[config.mk]
export PLATFORM = sky130hd
export DESIGN_NAME = instr_fetch_unit
export DESIGN_NICKNAME = d
export VERILOG_FILES = /design/src/rtl/instr_fetch_unit.sv
export SDC_FILE = /design/constraint.sdc
export NUM_CORES = 1
export LEC_CHECK = 0
export BUFFER_PORTS_ARGS = -buffer_cell sky130_fd_sc_hd__buf_4
export CAP_MARGIN = 20
export CELL_PAD_IN_SITES_DETAIL_PLACEMENT = 0
export CELL_PAD_IN_SITES_GLOBAL_PLACEMENT = 1
export CORE_UTILIZATION = 33
export CTS_BUF_LIST = sky130_fd_sc_hd__clkbuf_16
export CTS_CLUSTER_DIAMETER = 200
export CTS_CLUSTER_SIZE = 8
export DETAILED_ROUTE_END_ITERATION = 12
export GPL_ROUTABILITY_DRIVEN = 0
export PLACE_DENSITY_LB_ADDON = 0.1
export SLEW_MARGIN = 20
export SYNTH_ARGS = -nofsm -noshare
export SYNTH_HDL_FRONTEND = slang
export SYNTH_SLANG_ARGS = --single-unit
[constraint.sdc]
create_clock -name clk -period 2.6 [get_ports clk]
set_input_delay 0.26 -clock clk [delete_from_list [all_inputs] [get_ports clk]]
set_output_delay 0.26 -clock clk [all_outputs]
set_load 0.005 [all_outputs]
[src/rtl/instr_fetch_unit.sv]
// -----------------------------------------------------------------------------
// instr_fetch_unit
//   Single-outstanding instruction fetch stage. The unit requests the word at
//   PC, waits for memory to return it, and holds it for the decoder until
//   downstream accepts it. On acceptance the PC advances to PC+4 or to a
//   branch/jump target. A misaligned taken target parks the unit in a sticky
//   fault state that only reset can clear.
//
// Ports
//   clk          : clock; all state updates on the rising edge
//   rst          : synchronous active-low reset
//   PCSrc        : take PCTarget as next PC (sampled only on acceptance)
//   PCTarget     : branch/jump target address
//   instr_ready  : downstream accepts the held instruction this cycle
//   imem_req     : instruction-memory read request
//   imem_addr    : read address (always PC)
//   imem_ready   : memory returns imem_rdata this cycle
//   imem_rdata   : returned instruction word
//   Instr        : registered instruction
//   Op/funct3/funct7 : decode fields of Instr
//   PC, PCPlus4  : address of Instr and PC+4
//   instr_valid  : Instr holds a fetched, unconsumed instruction
//   fetch_fault  : sticky misaligned-target error
//   retired_cnt  : count of accepted instructions (wraps silently)
// -----------------------------------------------------------------------------
module instr_fetch_unit #(
  parameter logic [31:0] RESET_PC = 32'h0000_0000
) (
  input  logic        clk,
  input  logic        rst,
  input  logic        PCSrc,
  input  logic [31:0] PCTarget,
  input  logic        instr_ready,
  output logic        imem_req,
  output logic [31:0] imem_addr,
  input  logic        imem_ready,
  input  logic [31:0] imem_rdata,
  output logic [31:0] Instr,
  output logic [6:0]  Op,
  output logic [2:0]  funct3,
  output logic [6:0]  funct7,
  output logic [31:0] PC,
  output logic [31:0] PCPlus4,
  output logic        instr_valid,
  output logic        fetch_fault,
  output logic [31:0] retired_cnt
);

  localparam logic [31:0] NOP = 32'h0000_0013;

  typedef enum logic [1:0] {
    FETCH = 2'd0,
    ISSUE = 2'd1,
    FAULT = 2'd2
  } state_t;

  state_t      r_state;
  state_t      w_state_nxt;
  logic [31:0] r_pc;
  logic [31:0] w_pc_nxt;
  logic [31:0] r_instr;
  logic [31:0] w_instr_nxt;
  logic [31:0] r_retired;
  logic [31:0] w_retired_nxt;
  logic        r_fault;
  logic        w_fault_nxt;
  logic [31:0] w_pc_plus4;

  // Natural 32-bit overflow gives the required modulo-2^32 wrap.
  assign w_pc_plus4 = r_pc + 32'd4;

  always_comb begin
    w_state_nxt   = r_state;
    w_pc_nxt      = r_pc;
    w_instr_nxt   = r_instr;
    w_retired_nxt = r_retired;
    w_fault_nxt   = r_fault;
    case (r_state)
      FETCH: begin
        if (imem_ready) begin
          w_instr_nxt = imem_rdata;
          w_state_nxt = ISSUE;
        end
      end
      ISSUE: begin
        if (instr_ready) begin
          w_retired_nxt = r_retired + 32'd1;
          // A misaligned taken target still retires the instruction but
          // keeps PC pointing at it so the faulting address is visible.
          if (PCSrc && (PCTarget[1:0] != 2'b00)) begin
            w_fault_nxt = 1'b1;
            w_state_nxt = FAULT;
          end else begin
            w_pc_nxt    = PCSrc ? PCTarget : w_pc_plus4;
            w_state_nxt = FETCH;
          end
        end
      end
      FAULT: begin
        w_state_nxt = FAULT;
      end
      default: begin
        w_state_nxt = FETCH;
      end
    endcase
  end

  always_ff @(posedge clk) begin
    if (!rst) begin
      r_state   <= FETCH;
      r_pc      <= RESET_PC;
      r_instr   <= NOP;
      r_fault   <= 1'b0;
      r_retired <= '0;
    end else begin
      r_state   <= w_state_nxt;
      r_pc      <= w_pc_nxt;
      r_instr   <= w_instr_nxt;
      r_fault   <= w_fault_nxt;
      r_retired <= w_retired_nxt;
    end
  end

  // All handshake and decode outputs come straight from registers.
  assign imem_req    = (r_state == FETCH);
  assign instr_valid = (r_state == ISSUE);
  assign imem_addr   = r_pc;
  assign PC          = r_pc;
  assign PCPlus4     = w_pc_plus4;
  assign Instr       = r_instr;
  assign Op          = r_instr[6:0];
  assign funct3      = r_instr[14:12];
  assign funct7      = r_instr[31:25];
  assign fetch_fault = r_fault;
  assign retired_cnt = r_retired;

endmodule

==> flow_summary.ini <==
[run_status]
status = finished, final reports clean

[worst_setup_path]
critPathRequiredTime_ns = 2.34
cp-start-kind = flip-flop
end_kind = output port
cpMaxStageDelayCell = dfxtp_2
cp.arrival_ns = 2.17
cp_cell_sequence = ha_4, nand3_2, buf_4, nor4_4, and3_1, xor2_1, buf_4
path_class = reg -> out
cp_slowest_stage_delay_ns = 0.44
path_common_cell = buf_4
crit_fanout = 8

[placement]
place_ws_ns = 0.334
dp.cells = 1091
dpl_cell_area_sq_um = 7240
dp.final_hpwl_um = 12900
port_buffers = 248

[drt]
wirelength_um = 17700
wire_per_inst_um = 15.9
viasPerCell = 5.04
vias = 5604
drc = 0
dr.first_iter.drc_count = 243
postRouteAntennaNets = 0
first_pass_iters = 4

[die]
fp.coreArea_sq_um = 16100
io_pins = 249
die_h_um = 132
start_util_pct = 34.4
rows = 46
die-area_sq_um = 17300
die_w_um = 132

[global_route]
grt_max_degree = 63
grt_pass1_vias = 5370
track_usage_pct = 20.3
antenna_found_initial = 0
grt_pass1_wl_um = 28300
grt_overflow = 0

[timing]
relSlewSlack_pct = 63.4
finClkSkew_ns = 0.00963
fin_ws_ns = 0.174
worst_pin_slew_ns = 0.545
finalHoldViolCount = 0
drv_slew = 0
setup_viol = 0
rsz0062_at_grt = false
post-route-period-util_pct = 93.3
min_period_ns = 2.43
fin_setup_tns_ns = 0
fmax_ghz = 0.412

[finish]
fillers = 1634
final_cell_area_sq_um = 7600
num_antenna_cells = 0
finalNetCount = 962
drive_gt1_share_pct = 35.5
stdcell_count = 1112
area_growth_pct = 37.3

[synthesis]
synth_seq_cells = 99
avgSynthCellArea_sq_um = 7.83
synth_area_sq_um = 5540
yosysTopAreaCell = dfxtp_1
synth.distinct_cells = 57
synth_area_leaders = dfxtp_1 36%, nand2_1 7.7%, buf_4 7.2%, xor2_1 4.7%, a21oi_1 4.7%
yosysMostFrequentCell = nand2_1
syn-num-nets = 778
ys.flop_type = dfxtp_1
synthTopCellsByCount = 114 x nand2_1, 99 x dfxtp_1, 53 x buf_4, 52 x a21oi_1, 52 x nor2_1
synthCells = 707
ys_seq_area_share_pct = 35.8
synthArstFlopShare_pct = 0
synth-edff-count = 0
yosysWarnings = 0
synthDominantCellAreaShare_pct = 35.8

[power_and_ir_drop]
power-per-cell-area_nw_per_um2 = 452
leakage_nw = 3.36
power_mw = 3.44
peakVddDrop_v = 0.000327

[clock_network]
cts_buffers = 9
cts_hold_buf = 0
clk_latency_ns = 0.35
htreeDepth = 3
cts_buffer_depth = 2
cts.sinks = 99
cts_root_buf = clkbuf_16
clkTransAtPathRegs_ns = 0.08
tritoncts = built

[hold_path]
worstHoldPathType = in -> reg

[job]
drv_cap = 0
## cells in the final DEF, fill, tap and decap left out, drive strengths merged, types with 2 or more instances in the layout
master    n
and3     17
xnor2    23
nor3     17
o41ai     2
o211ai    2
nor2     52
and2      3
nand2b    2
xor2     30
nand2   114
dfxtp    99
buf     273
nor2b     5
nor4      9
nand4    18
a22o      2
o21ai    30
a31oi    10
o22ai     4
nand3    48
clkbuf    9
mux2i    10
and4      6
inv      12
ha        2
a32oi     2
nand3b    2
o31ai     4
a22oi     9
clkinv    2
a21oi    52
or3b      3
or2       3
or3       6
o21a      5
## sequential cells by signal, summed over array words and instances (netlist names)
name         cells
Instr           32
fetch_fault      1
PC              32
retired_cnt     32
r_state          2
## worst paths after layout
path | startpoint | end | slack, ns | cells after the start
max | PC[3] | PCPlus4[18] | 0.17 | 7
min | imem_rdata[4] | Instr[4] | 0.11 | 3
max reg2reg | PC[3] | PC[26] | 0.59 | 8
min reg2reg | Instr[15] | Instr[15] | 0.46 | 2
## critical path, delay by kind of cell (launching register included)
family	cells	cell delay (ns)
XOR/XNOR	1	0.18
buffers and inverters	2	0.32
AND/OR/NAND/NOR	3	0.69
flip-flops	1	0.44
adder cells (fa/ha/maj)	1	0.19
## cell families after synthesis
group | Yosys count | share of synthesized area (%)
simple gates | 308 | 28.9
compound gates | 127 | 13.4
buf+inv | 108 | 11.3
flops | 99 | 35.8
xor+xnor | 53 | 8.38
mux | 10 | 1.81
fa+ha+maj | 2 | 0.452
## power breakdown
part	switching, mW	internal, mW
Clock	0.671	0.668
Combinational	0.225	0.252
Sequential	0.0583	1.57
## metrics by stage
step / util, % / hold WS [ns]
5_1_grt: 47.2 / 0.109
6_report: 47.2 / 0.108
4_1_cts: 46.7 / 0.0949
3_3_place_gp: 44.9 / 0.444
2_1_floorplan: - / 0.384
3_5_place_dp: 44.9 / 0.450
## metal layers
metal,up-vias,share of wire (%),wire (um),global-route usage [%]
li1,2756,-,-,-
met1,2624,44,7720,25.3
met2,197,47,8420,33.3
met3,27,6.9,1230,5.13
met4,0,2.1,369,7.88
met5,-,0,0,0
## final cells by class
class / count / area, sq um / share of cell area [%]
Tap cell: 216 / 270 / 3.55
Inverter: 8 / 30.0 / 0.395
Sequential cell: 99 / 1990 / 26.1
Multi-Input combinational cell: 500 / 2970 / 39.0
Clock buffer: 9 / 225 / 2.96
Clock inverter: 7 / 60.1 / 0.790
Timing Repair Buffer: 273 / 2060 / 27.1
## repair_timing
item	in CTS	in global routing
pin swaps	0	3
setup endpoints to repair	4	8
setup buffers	0	5
gates resized for setup	2	8
(Power assumes the default switching activity.)
